**src/rtl/seq_det_pkg.sv**
```systemverilog
// Shared constants and helpers for the multi-pattern serial sequence detector.
package seq_det_pkg;

   localparam int unsigned SEQ_W_DEF   = 8;
   localparam int unsigned NUM_PAT_DEF = 4;
   localparam int unsigned CNT_W_DEF   = 16;

   // Slot-index width for a given slot count; a single slot still gets one bit.
   function automatic int unsigned idx_w(input int unsigned num_pat);
      return (num_pat > 1) ? $clog2(num_pat) : 1;
   endfunction

   localparam int unsigned IDX_W = idx_w(NUM_PAT_DEF);

endpackage

```
**src/rtl/multi_pattern_seq_detector_if.sv**
```systemverilog
// Config, serial-data and match-report bundle of the sequence detector.
interface multi_pattern_seq_detector_if #(
   parameter int unsigned SEQ_W   = 8,
   parameter int unsigned NUM_PAT = 4,
   parameter int unsigned CNT_W   = 16,
   parameter int unsigned IDX_W   = seq_det_pkg::idx_w(NUM_PAT)
);
   logic                     cfg_we;
   logic [IDX_W-1:0]         cfg_idx;
   logic [SEQ_W-1:0]         cfg_pat;
   logic [SEQ_W-1:0]         cfg_mask;
   logic                     cfg_en;
   logic                     overlap;
   logic                     din_valid;
   logic                     din;
   logic                     cnt_clr;
   logic [NUM_PAT-1:0]       seen;
   logic                     seen_any;
   logic [NUM_PAT*CNT_W-1:0] match_cnt;

   modport master (
      output cfg_we, cfg_idx, cfg_pat, cfg_mask, cfg_en, overlap, din_valid, din, cnt_clr,
      input  seen, seen_any, match_cnt
   );

   modport slave (
      input  cfg_we, cfg_idx, cfg_pat, cfg_mask, cfg_en, overlap, din_valid, din, cnt_clr,
      output seen, seen_any, match_cnt
   );
endinterface

```
**src/rtl/seq_det_slot.sv**
```systemverilog
// One pattern slot: config registers, masked compare and (MATCH_COUNT_EN) saturating match counter.
module seq_det_slot #(
   parameter int unsigned SEQ_W = 8,
   parameter int unsigned CNT_W = 16
)(
   input  logic             clk,
   input  logic             resetn,
   input  logic             i_we,
   input  logic [SEQ_W-1:0] i_pat,
   input  logic [SEQ_W-1:0] i_mask,
   input  logic             i_en,
   input  logic [SEQ_W-1:0] i_hist,
   input  logic             i_eval,
   input  logic             i_cnt_clr,
   output logic             o_match_c,
   output logic [CNT_W-1:0] o_cnt
);
   typedef struct packed {
      logic [SEQ_W-1:0] pat;
      logic [SEQ_W-1:0] mask;
      logic             en;
   } slot_cfg_t;

   slot_cfg_t r_cfg;

   always_ff @(posedge clk) begin
      if (!resetn) begin
         r_cfg <= '0;
      end else if (i_we) begin
         r_cfg.pat  <= i_pat;
         r_cfg.mask <= i_mask;
         r_cfg.en   <= i_en;
      end
   end

   // Compare uses the pre-write config, so a same-cycle write only affects later beats.
   assign o_match_c = i_eval && r_cfg.en && (((i_hist ^ r_cfg.pat) & r_cfg.mask) == '0);

`ifdef MATCH_COUNT_EN
   logic [CNT_W-1:0] r_cnt;

   always_ff @(posedge clk) begin
      if (!resetn || i_cnt_clr) begin
         r_cnt <= '0;
      end else if (o_match_c && (r_cnt != '1)) begin
         r_cnt <= r_cnt + CNT_W'(1);
      end
   end

   assign o_cnt = r_cnt;
`else
   logic w_unused_cnt_clr;
   assign w_unused_cnt_clr = i_cnt_clr;
   assign o_cnt            = '0;
`endif

endmodule

```
**src/rtl/multi_pattern_seq_detector.sv**
```systemverilog
// Serial bit-stream detector matching the last SEQ_W bits against NUM_PAT maskable patterns.
// Optional per-slot saturating match counters are built when MATCH_COUNT_EN is defined.
module multi_pattern_seq_detector
   import seq_det_pkg::*;
#(
   parameter int unsigned SEQ_W   = SEQ_W_DEF,
   parameter int unsigned NUM_PAT = NUM_PAT_DEF,
   parameter int unsigned CNT_W   = CNT_W_DEF
)(
   input  logic                        clk,
   input  logic                        resetn,
   multi_pattern_seq_detector_if.slave bus
);
   localparam int unsigned CFG_IDX_W = idx_w(NUM_PAT);
   localparam int unsigned FILL_W    = $clog2(SEQ_W + 1);

   logic [SEQ_W-1:0]         r_hist;
   logic [FILL_W-1:0]        r_fill;
   logic [NUM_PAT-1:0]       r_seen;
   logic                     r_seen_any;

   logic [SEQ_W-1:0]         w_new_hist;
   logic [FILL_W-1:0]        w_fill_inc;
   logic                     w_eval;
   logic [NUM_PAT-1:0]       w_match;
   logic [NUM_PAT*CNT_W-1:0] w_cnt;

   assign w_new_hist = {r_hist[SEQ_W-2:0], bus.din};
   assign w_fill_inc = (r_fill == FILL_W'(SEQ_W)) ? r_fill : r_fill + FILL_W'(1);
   assign w_eval     = bus.din_valid && (w_fill_inc == FILL_W'(SEQ_W));

   // Out-of-range cfg_idx equals no slot index, so such writes fall through.
   for (genvar gi = 0; gi < NUM_PAT; gi++) begin : g_slot
      seq_det_slot #(
         .SEQ_W (SEQ_W),
         .CNT_W (CNT_W)
      ) u_slot (
         .clk       (clk),
         .resetn    (resetn),
         .i_we      (bus.cfg_we && (bus.cfg_idx == CFG_IDX_W'(gi))),
         .i_pat     (bus.cfg_pat),
         .i_mask    (bus.cfg_mask),
         .i_en      (bus.cfg_en),
         .i_hist    (w_new_hist),
         .i_eval    (w_eval),
         .i_cnt_clr (bus.cnt_clr),
         .o_match_c (w_match[gi]),
         .o_cnt     (w_cnt[gi*CNT_W +: CNT_W])
      );
   end

   // In non-overlapping mode any match restarts the fill, blocking matches for SEQ_W beats.
   always_ff @(posedge clk) begin
      if (!resetn) begin
         r_hist     <= '0;
         r_fill     <= '0;
         r_seen     <= '0;
         r_seen_any <= 1'b0;
      end else begin
         r_seen     <= w_match;
         r_seen_any <= |w_match;
         if (bus.din_valid) begin
            r_hist <= w_new_hist;
            r_fill <= (!bus.overlap && (|w_match)) ? '0 : w_fill_inc;
         end
      end
   end

   assign bus.seen      = r_seen;
   assign bus.seen_any  = r_seen_any;
   assign bus.match_cnt = w_cnt;

endmodule

```
**src/flat_wrapper.sv**
```systemverilog
// flat-port wrapper written by rule: the top's interface ports become plain ports
module multi_pattern_seq_detector_flat import seq_det_pkg::*;
#(
   parameter int unsigned SEQ_W   = SEQ_W_DEF,
   parameter int unsigned NUM_PAT = NUM_PAT_DEF,
   parameter int unsigned CNT_W   = CNT_W_DEF
)
  (clk, resetn, bus_cfg_we, bus_cfg_idx, bus_cfg_pat, bus_cfg_mask, bus_cfg_en, bus_overlap, bus_din_valid, bus_din, bus_cnt_clr, bus_seen, bus_seen_any, bus_match_cnt);
  multi_pattern_seq_detector_if #(.SEQ_W(SEQ_W), .NUM_PAT(NUM_PAT), .CNT_W(CNT_W)) bus_i ();
  input  logic clk;
  input  logic resetn;
  input wire logic [$bits(bus_i.cfg_we)-1:0] bus_cfg_we;
  input wire logic [$bits(bus_i.cfg_idx)-1:0] bus_cfg_idx;
  input wire logic [$bits(bus_i.cfg_pat)-1:0] bus_cfg_pat;
  input wire logic [$bits(bus_i.cfg_mask)-1:0] bus_cfg_mask;
  input wire logic [$bits(bus_i.cfg_en)-1:0] bus_cfg_en;
  input wire logic [$bits(bus_i.overlap)-1:0] bus_overlap;
  input wire logic [$bits(bus_i.din_valid)-1:0] bus_din_valid;
  input wire logic [$bits(bus_i.din)-1:0] bus_din;
  input wire logic [$bits(bus_i.cnt_clr)-1:0] bus_cnt_clr;
  output wire logic [$bits(bus_i.seen)-1:0] bus_seen;
  output wire logic [$bits(bus_i.seen_any)-1:0] bus_seen_any;
  output wire logic [$bits(bus_i.match_cnt)-1:0] bus_match_cnt;
  assign bus_i.cfg_we = bus_cfg_we;
  assign bus_i.cfg_idx = bus_cfg_idx;
  assign bus_i.cfg_pat = bus_cfg_pat;
  assign bus_i.cfg_mask = bus_cfg_mask;
  assign bus_i.cfg_en = bus_cfg_en;
  assign bus_i.overlap = bus_overlap;
  assign bus_i.din_valid = bus_din_valid;
  assign bus_i.din = bus_din;
  assign bus_i.cnt_clr = bus_cnt_clr;
  assign bus_seen = bus_i.seen;
  assign bus_seen_any = bus_i.seen_any;
  assign bus_match_cnt = bus_i.match_cnt;
  multi_pattern_seq_detector #(.SEQ_W(SEQ_W), .NUM_PAT(NUM_PAT), .CNT_W(CNT_W)) u_core (.clk(clk), .resetn(resetn), .bus(bus_i));
endmodule
```
**config.mk**
```make
export PLATFORM = sky130hd
export DESIGN_NAME = multi_pattern_seq_detector_flat
export DESIGN_NICKNAME = d
export VERILOG_FILES = /design/src/rtl/seq_det_pkg.sv /design/src/rtl/multi_pattern_seq_detector_if.sv /design/src/rtl/seq_det_slot.sv /design/src/rtl/multi_pattern_seq_detector.sv /design/src/flat_wrapper.sv
export SDC_FILE = /design/constraint.sdc
export NUM_CORES = 1
export LEC_CHECK = 0
export ABC_AREA = 0
export BUFFER_PORTS_ARGS = -buffer_cell sky130_fd_sc_hd__buf_2
export CORE_MARGIN = 2
export CORE_UTILIZATION = 49
export CTS_CLUSTER_DIAMETER = 100
export DETAILED_ROUTE_END_ITERATION = 12
export HOLD_SLACK_MARGIN = 0.08
export PLACE_DENSITY_LB_ADDON = 0.12
export SYNTH_ARGS = -nofsm -noshare
export SYNTH_HDL_FRONTEND = slang
export SYNTH_HIERARCHICAL = 1
export SYNTH_SLANG_ARGS = --single-unit
```
**constraint.sdc**
```tcl
create_clock -name clk -period 2.8 [get_ports clk]
set_input_delay 0.84 -clock clk [delete_from_list [all_inputs] [get_ports clk]]
set_output_delay 0.84 -clock clk [all_outputs]
set_load 0.005 [all_outputs]
```
==> qor.yml, run 1 <==
status: "completed"
cts-root-buf: "clkbuf_8"
leakage_nw: 1.885
async_flop_share: 0
finalClockSkew_ns: 0.006978
clockBufferDepth: 2
grt_util_met2: 0.2356
vias: 2573
use_met1: 0.2379
crit_slowest_cell: "dfxtp_1"
timing.critical_path.arrival_ns: 2.74
dpl_worst_slack_ns: -0.01693
path_class: "flip-flop to flip-flop"
crit_family: "simple AND/OR/NAND/NOR gates"
ys.flop_type: "dfxtp_1"
cp_num_buf_inv: 2
cp-start-kind: "flip-flop"
final-hold-violation-count: 0
totalWireLength_um: 7590
rsz0062_at_grt: "false"
final_cells: 552
cts_resized: 0
yosys.cell_types.count: 33
cts_tree: "built"
clock-sinks: 84
min_period_over_period: 0.8907
initial_core_util: 0.5082
cts_max_level: 3
detail_route.wl_per_cell_um: 13.75
post_cts_buffers: 0
drtIter0Drc: 111
cp.required_ns: 3.05
grt_first_pass_wirelength_um: 12240
firstDrtPassIters: 4
ios: 95
use_met3: 0.04697
fin_crit_ns: 2.494
diodes: 0
ir_drop_mv: 0.2936
drc: 0
coreArea_um2: 8299
hold_buffers: 0
syn_inst: 413
dieArea_um2: 9365
grt_util_all_layers: 0.1633
avgSynthCellArea_um2: 10.21
portBuffers: 29
busiest_layer: "met1"
detail-route-antenna-nets: 0
die_w_um: 96.78
endpoint_kind: "flip-flop"
synthTopCellsByCount: "dfxtp_1, mux2i_1, nor2b_1"
power_density_nw_per_um2: 543.5
drv_cap: 0
yosys.area.top_type: "dfxtp_1"
synth_edf_count: 0
setup_tns_ns: 0
yosysMostFrequentCell: "dfxtp_1"
clk_latency_ns: 0.35
gp_congestion: 0.7685
ys_ff_latch: 84
synth.cell_area_um2: 4218
yosys-top-cells-area: "dfxtp_1, mux2i_1, buf_4"
max_stage_delay_ns: 0.44
numCtsBuffers: 9
finalSetupViolations: 0
area_delta_synth_final_pct: 5.488
post-place-cells: 536
core.rowCount: 33
yosysWarnings: 6
tightest_slew_ns: 0.5016
ys_seq_area_frac: 0.3987
synth_top_area_share: 0.3987
viasPerCell: 4.661
path_clk_slew_ns: 0.08
grt_antenna_before_repair: 0
finalMaxSlewViolations: 0
nNetsFinal: 470
drive_gt1_frac: 0.1409
worstPathCellList: "inv_1 -> ha_1 -> nand4b_1 -> nor3_1 -> buf_4 -> nand2_1 -> a211oi_2 -> nor4_4 -> nor2_2 -> o31ai_1 -> a31o_1"
hpwl_um: 5284
grt_pass1_vias: 2401
cp_max_fo: 6
min_path_type: "flip-flop to flip-flop"
grt_max_degree: 56
layout_setup_ws_ns: 0.3060
overflow: 0
die_y_um: 96.78
max_freq_mhz: 401.0
slew_headroom: 0.6656
## through the flow
step	total power [mW]	area [um2]	hold WS (ns)	util
floorplan	1.499	4443	0.4814	-
global placement	1.503	4233	0.4967	0.5100
detailed placement	1.505	4233	0.5048	0.5100
CTS	2.447	4449	0.5233	0.5361
global route	2.527	4449	0.5509	0.5361
finish	2.418	4449	0.5205	0.5361
## metal layers
layer  wire length (um)  share of wire
met4                 44         0.0058
met3                322          0.042
met5                  0              0
met2               3286           0.43
met1               3936           0.52
## final timing paths
| kind | from | end | slack [ns] | cells past startpoint |
|---|---|---|---|---|
| worst min register to register | u_core/g_slot[0].u_slot/r_cfg[7]$_SDFFE_PN0P_ | u_core/g_slot[0].u_slot/r_cfg[7]$_SDFFE_PN0P_ | 0.52 | 2 |
| worst max-delay path | u_core/r_fill[0]$_SDFFE_PN0P_ | u_core/r_fill[0]$_SDFFE_PN0P_ | 0.31 | 11 |
| worst min-delay path | u_core/g_slot[0].u_slot/r_cfg[7]$_SDFFE_PN0P_ | u_core/g_slot[0].u_slot/r_cfg[7]$_SDFFE_PN0P_ | 0.52 | 2 |
| worst max register to register | u_core/r_fill[0]$_SDFFE_PN0P_ | u_core/r_fill[0]$_SDFFE_PN0P_ | 0.31 | 11 |
## registers in the layout, indices dropped and copies added, names as in the netlist
signal	cells
u_core/r_hist	7
u_core/r_fill	4
u_core/bus.seen_any	1
u_core/bus.seen	4
u_core/g_slot.u_slot/r_cfg	68
## area by class of cell
cell class,instances,area (um2)
clock buffer,11,141.4
fill,812,3850
timing repair buffer,37,217.7
multi-input combinational,308,2195
sequential,84,1682
inverter,2,7.507
tap,105,131.4
clock inverter,5,75.07
## report_power, final
group / internal (mW) / total, mW / switching, mW
combinational: 0.0982 / 0.220 / 0.122
sequential: 1.23 / 1.26 / 0.0278
clock: 0.523 / 0.939 / 0.416
total: 1.85 / 2.42 / 0.566
## cells by family (layout without fill, tap and decap cells)
group,after synthesis,count (layout),synth area share
DFF,84,84,0.3987
buffers and inverters,81,55,0.1368
muxes,75,75,0.1780
xor gates and xnor gates,34,34,0.07060
AOI/OAI and AO/OA,23,23,0.04747
and+or+nand+nor,110,110,0.1590
adders and majority gates,2,2,0.005932
other,4,64,0.003559
## worst register-to-register path, delay by kind of cell, from the launching register on
family,cells,cell delay [ns]
simple gates,5,0.78
compound gates,3,0.64
flops,1,0.44
fa+ha+maj,1,0.30
buf+inv,2,0.23
## cell usage in the layout (no fill, tap or decap), drive strengths merged
| cell | n |
|---|---|
| a211oi | 4 |
| a222oi | 4 |
| a22oi | 8 |
| a31o | 3 |
| and2 | 5 |
| and2b | 1 |
| and3 | 1 |
| buf | 37 |
| bufinv | 2 |
| clkbuf | 11 |
| clkinv | 3 |
| conb | 64 |
| dfxtp | 84 |
| ha | 2 |
| inv | 2 |
| mux2i | 75 |
| nand2 | 10 |
| nand2b | 1 |
| nand3 | 5 |
| nand3b | 1 |
| nand4b | 1 |
| nor2 | 4 |
| nor2b | 75 |
| nor3 | 2 |
| nor3b | 1 |
| nor4 | 3 |
| o21ai | 2 |
| o22ai | 1 |
| o31ai | 1 |
| xnor2 | 1 |
| xor2 | 33 |
Note: power is estimated with default switching activity, not from simulation.
==> run 2, diff against run 1 <==
Settings changed: ABC_CLOCK_PERIOD_IN_PS set to 2800, PLACE_DENSITY set to 0.83, PLACE_DENSITY_LB_ADDON 0.12 to not set.
==> run 2 against run 1 <==
First-iteration DRC count increased by 52%. Sequential cell count unchanged. Wire length decreased by 0.30%. Die area unchanged. Fmax decreased by 0.56%. Final area decreased by 0.98%. Largest cell class unchanged. Via count increased by 2.3%. Clock power decreased by 13%. Global-route usage decreased by 0.33 points. Critical path depth decreased by 1. Clock-buffer cell count increased by 3.
==> qor.yml, run 2 (synthesized netlist as in run 1, its figures left out) <==
cp_max_fo: 6
firstDrtPassIters: 4
timing.critical_path.arrival_ns: 2.76
ir_drop_mv: 0.1832
endpoint_kind: "flip-flop"
nNetsFinal: 469
drv_cap: 0
rsz0062_at_grt: "false"
fin_util: 0.5308
overflow: 0
finalMaxSlewViolations: 0
drt-met1-wl_um: 3563
drive_gt1_frac: 0.1393
min_path_type: "flip-flop to flip-flop"
portBuffers: 29
grt_first_pass_wirelength_um: 11960
leakage_nw: 1.861
wl_met2_um: 3509
detail-route-antenna-nets: 0
grt_util_all_layers: 0.1600
die_y_um: 96.78
power.total_mw: 2.291
layout_setup_ws_ns: 0.2920
mostFrequentLayoutCell: "dfxtp_1"
hpwl_um: 5309
post_cts_buffers: 0
totalWireLength_um: 7567
detail_route.wl_per_cell_um: 13.76
vias: 2631
largest_reg_flops: 68
cts-root-buf: "clkbuf_8"
status: "completed"
finalClockSkew_ns: 0.002718
final_cell_mix: "dfxtp_1, mux2i_1, nor2b_1"
routed.top_layer: "met4"
core.rowCount: 33
min_period_over_period: 0.8957
grt_pass1_vias: 2472
final-hold-violation-count: 0
fin_crit_ns: 2.508
viasPerCell: 4.784
cts_tree: "built"
ios: 95
dpl_worst_slack_ns: -0.01113
cts_max_level: 3
clk_latency_ns: 0.35
numCtsBuffers: 9
initial_core_util: 0.5082
grt_max_degree: 51
clock-sinks: 84
dieArea_um2: 9365
finalSetupViolations: 0
max_freq_mhz: 398.7
path_class: "flip-flop to flip-flop"
gp_congestion: 0.7663
coreArea_um2: 8299
path_clk_slew_ns: 0.07
cp-start-kind: "flip-flop"
power_density_nw_per_um2: 519.9
diodes: 0
drtIter0Drc: 169
hold_buffers: 0
largest_register: "u_core/g_slot.u_slot/r_cfg"
area_delta_synth_final_pct: 4.450
clockBufferDepth: 2
die_w_um: 96.78
met3_length_um: 384
setup_tns_ns: 0
largestRegisters: "u_core/g_slot.u_slot/r_cfg (68), u_core/r_hist (7)"
grt_antenna_before_repair: 0
drc: 0
cp.required_ns: 3.05
-- run 2: layout make-up --
class	count	area [um2]
clock buffers	14	182.7
clock inverters	1	5.005
fillers	728	3894
inverters	2	7.507
multi-input cells	308	2200
flip-flops and latches	84	1682
well taps	105	131.4
repair buffers	36	197.7
-- run 2: final timing paths --
path	startpoint	end	slack, ns	depth (start not counted)
worst min-delay path	u_core/g_slot[2].u_slot/r_cfg[2]$_SDFFE_PN0P_	u_core/g_slot[2].u_slot/r_cfg[2]$_SDFFE_PN0P_	0.52	2
worst min register to register	u_core/g_slot[2].u_slot/r_cfg[2]$_SDFFE_PN0P_	u_core/g_slot[2].u_slot/r_cfg[2]$_SDFFE_PN0P_	0.52	2
worst max-delay path	u_core/r_fill[0]$_SDFFE_PN0P_	u_core/r_fill[2]$_SDFFE_PN0P_	0.29	10
worst max register to register	u_core/r_fill[0]$_SDFFE_PN0P_	u_core/r_fill[2]$_SDFFE_PN0P_	0.29	10
-- run 2: worst max-delay path, stage by stage, from the launching register on --
cell	delay (ns)
dfxtp_1	0.43
inv_1	0.07
ha_1	0.30
nand4b_1	0.18
nor3_2	0.29
nand2_1	0.13
a211oi_2	0.33
nor4_4	0.10
nor2_2	0.21
o21ai_0	0.12
a31o_1	0.22
-- run 2: where the power goes --
part / leakage, nW / switching, mW / total (mW) / internal (mW)
Clock: 0.0986 / 0.399 / 0.813 / 0.414
Sequential: 0.682 / 0.0283 / 1.26 / 1.23
Combinational: 1.08 / 0.121 / 0.217 / 0.0964
-- run 2: metal layers --
metal / GRT usage / vias to the layer above
met5: 0 / -
li1: - / 1302
met4: 0.07259 / 0
met3: 0.04697 / 9
met2: 0.2537 / 93
met1: 0.2011 / 1227
-- run 2: through the flow --
| stage | instances | instance area, um2 | hold WS [ns] |
|---|---|---|---|
| 3_5_place_dp | 535 | 4213 | 0.5065 |
| 3_3_place_gp | 535 | 4213 | 0.4968 |
| 2_1_floorplan | 473 | 4443 | 0.4814 |
| 6_report | 550 | 4405 | 0.5215 |
| 4_1_cts | 550 | 4400 | 0.5270 |
| 5_1_grt | 550 | 4405 | 0.5420 |
-- run 2: repair_timing --
item | CTS | global route
hold endpoints to repair | 0 | 0
gates resized for setup | 0 | 1
endpoints found under the setup margin | 0 | 2
